## src/rtl/matmul_sequencer_if.sv

```systemverilog
// Handshake/bus bundle between the matmul control sequencer and its datapath.
// Optional MATMUL_SEQ_PAUSE_EN adds the pause input.
interface matmul_sequencer_if #(
  parameter int ADDR_A_W = 12,
  parameter int ADDR_B_W = 6,
  parameter int CNT_W    = 16
);
  logic                start;
`ifdef MATMUL_SEQ_PAUSE_EN
  logic                pause;
`endif
  logic [ADDR_A_W-1:0] rom_a_addr;
  logic [ADDR_B_W-1:0] rom_b_addr;
  logic                acc_clr;
  logic                acc_en;
  logic                busy;
  logic                done;
  logic                done_pulse;
  logic [CNT_W-1:0]    cycle_count;

  modport master (
    input  start,
    output rom_a_addr, rom_b_addr, acc_clr, acc_en, busy, done, done_pulse,
    output cycle_count
`ifdef MATMUL_SEQ_PAUSE_EN
    , input pause
`endif
  );

  modport slave (
    output start,
    input  rom_a_addr, rom_b_addr, acc_clr, acc_en, busy, done, done_pulse,
    input  cycle_count
`ifdef MATMUL_SEQ_PAUSE_EN
    , output pause
`endif
  );
endinterface

```

## src/rtl/matmul_sequencer.sv

```systemverilog
// Control FSM for the ROM / multiplier / adder-tree matmul datapath.
// IDLE -> CLEAR -> RUN (STEPS addresses) -> DRAIN (ROM_LAT+ADD_LAT) -> DONE.
// acc_en is issue_valid delayed ROM_LAT cycles so it lines up with ROM data.
// Optional MATMUL_SEQ_PAUSE_EN: pause input stalls issue while in RUN.
module matmul_sequencer #(
  parameter int STEPS    = 64,
  parameter int ADDR_A_W = 12,
  parameter int ADDR_B_W = 6,
  parameter int ROM_LAT  = 1,
  parameter int ADD_LAT  = 1,
  parameter int CNT_W    = 16
) (
  input logic clock,
  input logic reset_l,
  matmul_sequencer_if.master bus
);
  localparam int SW        = $clog2(STEPS + 1);
  localparam int DRAIN_CYC = ROM_LAT + ADD_LAT;
  localparam int DW        = $clog2(DRAIN_CYC + 1);

  typedef enum logic [2:0] {IDLE, CLEAR, RUN, DRAIN, DONE} state_t;

  state_t           state_q;
  logic [SW-1:0]    step_q;
  logic [DW-1:0]    drain_q;
  logic [CNT_W-1:0] cnt_q;
  logic             busy_q, done_q, done_pulse_q, acc_clr_q;
  logic [ROM_LAT-1:0] vld_pipe_q;

  logic             hold, issue_v, last_step;
  logic [CNT_W-1:0] cnt_inc;

`ifdef MATMUL_SEQ_PAUSE_EN
  assign hold = bus.pause;
`else
  assign hold = 1'b0;
`endif

  assign issue_v   = (state_q == RUN) && !hold;
  assign last_step = (step_q == SW'(STEPS - 1));
  // Saturating increment: the display path must never see a wrapped count.
  assign cnt_inc   = (&cnt_q) ? cnt_q : cnt_q + 1'b1;

  // Sequencer state, step/drain counters and all registered control outputs.
  always_ff @(posedge clock or negedge reset_l) begin
    if (!reset_l) begin
      state_q      <= IDLE;
      step_q       <= '0;
      drain_q      <= '0;
      cnt_q        <= '0;
      busy_q       <= 1'b0;
      done_q       <= 1'b0;
      done_pulse_q <= 1'b0;
      acc_clr_q    <= 1'b0;
    end else begin
      case (state_q)
        IDLE, DONE: begin
          done_pulse_q <= 1'b0;
          if (bus.start) begin
            state_q   <= CLEAR;
            busy_q    <= 1'b1;
            done_q    <= 1'b0;
            acc_clr_q <= 1'b1;
            cnt_q     <= CNT_W'(1);
            step_q    <= '0;
          end
        end
        CLEAR: begin
          state_q   <= RUN;
          acc_clr_q <= 1'b0;
          cnt_q     <= cnt_inc;
        end
        RUN: begin
          cnt_q <= cnt_inc;
          if (issue_v) begin
            if (last_step) begin
              state_q <= DRAIN;
              drain_q <= '0;
            end else begin
              step_q <= step_q + 1'b1;
            end
          end
        end
        DRAIN: begin
          if (drain_q == DW'(DRAIN_CYC - 1)) begin
            // Count freezes here: the DONE cycle itself is not busy.
            state_q      <= DONE;
            busy_q       <= 1'b0;
            done_q       <= 1'b1;
            done_pulse_q <= 1'b1;
          end else begin
            drain_q <= drain_q + 1'b1;
            cnt_q   <= cnt_inc;
          end
        end
        default: state_q <= IDLE;
      endcase
    end
  end

  // Issue-valid delay line matching ROM read latency; reset discards in-flight bits.
  always_ff @(posedge clock or negedge reset_l) begin
    if (!reset_l) begin
      vld_pipe_q <= '0;
    end else begin
      vld_pipe_q[0] <= issue_v;
      for (int i = 1; i < ROM_LAT; i++) vld_pipe_q[i] <= vld_pipe_q[i-1];
    end
  end

  assign bus.rom_a_addr  = ADDR_A_W'(step_q);
  assign bus.rom_b_addr  = ADDR_B_W'(step_q);
  assign bus.acc_clr     = acc_clr_q;
  assign bus.acc_en      = vld_pipe_q[ROM_LAT-1];
  assign bus.busy        = busy_q;
  assign bus.done        = done_q;
  assign bus.done_pulse  = done_pulse_q;
  assign bus.cycle_count = cnt_q;
endmodule

```

## src/flat_wrapper.sv

```systemverilog
// flat-port wrapper written by rule: the top's interface ports become plain ports
module matmul_sequencer_flat 
#(
  parameter int STEPS    = 64,
  parameter int ADDR_A_W = 12,
  parameter int ADDR_B_W = 6,
  parameter int ROM_LAT  = 1,
  parameter int ADD_LAT  = 1,
  parameter int CNT_W    = 16
)
  (clock, reset_l, bus_start, bus_rom_a_addr, bus_rom_b_addr, bus_acc_clr, bus_acc_en, bus_busy, bus_done, bus_done_pulse, bus_cycle_count);
  matmul_sequencer_if #(.ADDR_A_W(ADDR_A_W), .ADDR_B_W(ADDR_B_W), .CNT_W(CNT_W)) bus_i ();
  input logic clock;
  input logic reset_l;
  input wire logic [$bits(bus_i.start)-1:0] bus_start;
  output wire logic [$bits(bus_i.rom_a_addr)-1:0] bus_rom_a_addr;
  output wire logic [$bits(bus_i.rom_b_addr)-1:0] bus_rom_b_addr;
  output wire logic [$bits(bus_i.acc_clr)-1:0] bus_acc_clr;
  output wire logic [$bits(bus_i.acc_en)-1:0] bus_acc_en;
  output wire logic [$bits(bus_i.busy)-1:0] bus_busy;
  output wire logic [$bits(bus_i.done)-1:0] bus_done;
  output wire logic [$bits(bus_i.done_pulse)-1:0] bus_done_pulse;
  output wire logic [$bits(bus_i.cycle_count)-1:0] bus_cycle_count;
  assign bus_i.start = bus_start;
  assign bus_rom_a_addr = bus_i.rom_a_addr;
  assign bus_rom_b_addr = bus_i.rom_b_addr;
  assign bus_acc_clr = bus_i.acc_clr;
  assign bus_acc_en = bus_i.acc_en;
  assign bus_busy = bus_i.busy;
  assign bus_done = bus_i.done;
  assign bus_done_pulse = bus_i.done_pulse;
  assign bus_cycle_count = bus_i.cycle_count;
  matmul_sequencer #(.STEPS(STEPS), .ADDR_A_W(ADDR_A_W), .ADDR_B_W(ADDR_B_W), .ROM_LAT(ROM_LAT), .ADD_LAT(ADD_LAT), .CNT_W(CNT_W)) u_core (.clock(clock), .reset_l(reset_l), .bus(bus_i));
endmodule
```

## config.mk

```make
export PLATFORM = sky130hd
export DESIGN_NAME = matmul_sequencer_flat
export DESIGN_NICKNAME = d
export VERILOG_FILES = /design/src/rtl/matmul_sequencer_if.sv /design/src/rtl/matmul_sequencer.sv /design/src/flat_wrapper.sv
export SDC_FILE = /design/constraint.sdc
export NUM_CORES = 1
export LEC_CHECK = 0
export CAP_MARGIN = 5
export CORE_MARGIN = 4
export CORE_UTILIZATION = 45
export DETAILED_ROUTE_END_ITERATION = 6
export HOLD_SLACK_MARGIN = 0.06
export PLACE_DENSITY = 0.71
export SLEW_MARGIN = 15
export SYNTH_ARGS = -nofsm -noshare
export SYNTH_HDL_FRONTEND = slang
export SYNTH_SLANG_ARGS = --single-unit
```

## constraint.sdc

```tcl
create_clock -name clock -period 5.02 [get_ports clock]
set_input_delay 1.506 -clock clock [delete_from_list [all_inputs] [get_ports clock]]
set_output_delay 1.506 -clock clock [all_outputs]
set_load 0.02 [all_outputs]
```

==> results.tsv <==
stage	metric	value	unit
status	status	complete, no violations	
final_layout	fillers	402	
global_routing	grt_max_degree	34	
setup_path	worstPathArrival	1.46	ns
power	p_leak	0.000989	uW
timing	slew_headroom	66.7	%
final_layout	antennaDiodeCount	0	
final_layout	seq_area	826	um^2
global_routing	grt_overflow	0	
place	place_congestion	0.811	
logic_synthesis	synthCells	213	
place	dp_hpwl	3000	um
global_routing	grt_pass1_vias	1533	
final_layout	syn_to_final_growth	18.6	%
detailed_routing	wl_per_cell	15.2	um
setup_path	r2r-start	u_core.bus.cycle_count[0]	
power	power	1470	uW
detailed_routing	wl	4430	um
setup_path	path_cells	clkdlybuf4s50_1	
floorplan	die_x	74.4	um
clocking	postCtsSetupBuffers	0	
setup_path	crit_type	flip-flop to output pin	
clocking	cts_resized	0	
floorplan	std_cell_rows	23	
timing	setup_tns	0	ns
setup_path	slowest_delay	0.67	ns
global_routing	grt_usage	17.3	%
detailed_routing	via_per_inst	5.86	
run	cap_violations	0	
setup_path	end_kind	output pin	
clocking	clk_pin_slew	0.07	ns
timing	setup_viol	0	
clocking	cts_num_sinks	33	
clocking	tritoncts	built	
floorplan	num_io_pins	42	
setup_path	cp_num_buf_inv	1	
logic_synthesis	synth_seq_cells	33	
detailed_routing	first_pass_iters	4	
final_layout	nets	246	
timing	max_freq	338	MHz
detailed_routing	vias	1704	
timing	hold_violations	0	
logic_synthesis	seq_area_frac_synth	41.7	%
global_routing	grt_antenna_before_repair	0	
min_path	hp-start	u_core.bus.done_pulse	
final_layout	fin_area	2350	um^2
power	power_density	626	nW/um^2
logic_synthesis	synth.top_cell.area_share	41.7	%
floorplan	core	4120	um^2
floorplan	dieHeight	74.4	um
setup_path	worstPathMaxFanout	10	
logic_synthesis	yosys_warnings	0	
timing	period_share	59.0	%
clocking	cts-buffers-inserted	5	
clocking	cts_max_level	2	
detailed_routing	drt-initial-drc-count	154	
timing	worstMarginPinSlew	0.496	ns
setup_path	crit_family	buffers and inverters	
clocking	hold_buffers	0	
global_routing	grt_pass1_wl	7460	um
timing	setup_ws	2.06	ns
timing	rsz0062_at_grt	no	
logic_synthesis	synth-main-ff-cell	dfrtp_1	
clocking	clkLatencyLatePin	0.28	ns
setup_path	setup.worst_path.start	u_core.bus.cycle_count[8]	
clocking	clockBufferDepth	2	
detailed_routing	antenna_left	0	
setup_path	slowest_stage	clkdlybuf4s50_1	
power	irDropWorstVdd	0.280	mV
place	dpl_cell_area	2270	um^2
logic_synthesis	synth_edf_count	0	
logic_synthesis	async_flop_share	100	%
final_layout	multi_input_area	973	um^2
clocking	root_buffer	clkbuf_8	
logic_synthesis	yosys.area.top_type	dfrtp_1	
detailed_routing	drc	0	
place	port_buffers	36	
setup_path	crit_required	3.51	ns
logic_synthesis	ys_types	49	
timing	drv_slew	0	
setup_path	cp-start-kind	flip-flop	
logic_synthesis	avgSynthCellArea	9.30	um^2
min_path	hold_path.class	flip-flop to flip-flop	
logic_synthesis	synthesis.area	1980	um^2
timing	skew	0.00505	ns
floorplan	initial_utilization	48.2	%
floorplan	dieArea	5530	um^2
timing	min_period	2.96	ns
logic_synthesis	synth_area_leaders	dfrtp_1 (42%), buf_4 (5.3%), a31oi_1 (5.1%)	
final_layout	final_core_util	57.1	%
place	dpl_worst_slack	1.93	ns
final_layout	layout-drive-gt1-share	7.88	%
## registers in the layout (all words and copies together), names as in the netlist
| register | flops |
|---|---|
| u_core.bus.cycle_count | 16 |
| u_core.step_q | 7 |
| u_core.state_q | 3 |
| u_core.drain_q | 2 |
| u_core.bus.acc_clr | 1 |
| u_core.bus.acc_en | 1 |
| u_core.bus.busy | 1 |
| u_core.bus.done | 1 |
| u_core.bus.done_pulse | 1 |
## kinds of logic (layout without fill, tap and decap cells)
| logic type | after synthesis | in the layout | share of synthesized area, % |
|---|---|---|---|
| other cells | 1 | 5 | 0.189 |
| buf+inv | 31 | 55 | 9.97 |
| mux | 2 | 2 | 1.01 |
| flops | 33 | 33 | 41.7 |
| simple gates | 65 | 65 | 18.0 |
| compound gates | 78 | 78 | 27.3 |
| fa+ha+maj | 3 | 3 | 1.89 |
## synth_stat cells, types with 2 or more instances
cell type,instances
buf_2,5
mux2i_1,2
and4_1,2
a221oi_2,2
dfrtp_1,33
nand2_1,15
o31ai_1,2
buf_4,14
nor3_1,7
nor2_1,11
o21ai_0,17
nand3_1,12
ha_1,3
and4_2,2
nand4_1,4
a21oi_1,11
a31oi_1,16
inv_1,8
and3_1,2
buf_6,3
nand2b_1,2
a41oi_1,4
o211ai_1,3
or3_1,2
a21o_1,6
o2bb2ai_1,2
## cells in the final DEF (no fill, tap or decap), drive strengths merged, types with 3 or more instances in the layout
| cell type | count |
|---|---|
| nand2 | 15 |
| ha | 3 |
| a41oi | 4 |
| nand4 | 5 |
| and4 | 4 |
| o211ai | 3 |
| clkbuf | 8 |
| inv | 8 |
| a21oi | 12 |
| a21o | 6 |
| nand3 | 12 |
| dfrtp | 33 |
| o21ai | 18 |
| clkdlybuf4s50 | 36 |
| nor2 | 11 |
| conb | 5 |
| a31oi | 16 |
| nor3 | 7 |
## per-stage QoR
step,cells,hold slack [ns]
after floorplan,217,0.478
after global placement,283,0.488
after detailed placement,283,0.501
after CTS,291,0.516
after global routing,291,0.542
final,291,0.512
## worst paths after layout
check | endpoint | slack (ns) | depth (start not counted)
worst max-delay path | bus_cycle_count[8] | 2.06 | 1
max in group asynchronous | u_core.bus.acc_en | 3.08 | 2
min in group asynchronous | u_core.bus.acc_clr | 1.63 | 2
worst min register to register | u_core.bus.done_pulse | 0.51 | 2
worst max register to register | u_core.bus.cycle_count[15] | 3.08 | 5
worst min-delay path | u_core.bus.done_pulse | 0.51 | 2
## power breakdown
part | total [uW] | internal (uW) | switching [uW]
combinational | 767 | 348 | 419
sequential | 513 | 364 | 150
clock | 192 | 98.5 | 93.3
## cell type report
class / count / share of cell area (%)
Timing Repair Buffer: 38 / 16.0
Tap cell: 50 / 2.66
Inverter: 9 / 1.44
Clock buffer: 8 / 3.41
Sequential cell: 33 / 35.1
Multi-Input combinational cell: 153 / 41.4
## metal layers
layer  part of all wire, %  GRT usage (%)  vias to the layer above
li1                      -              -                      851
met5                     0              0                        -
met2                    44           23.7                       47
met1                    50           26.4                      801
met3                   5.4           3.24                        5
met4                   1.0           6.92                        0
(Power assumes the default switching activity.)
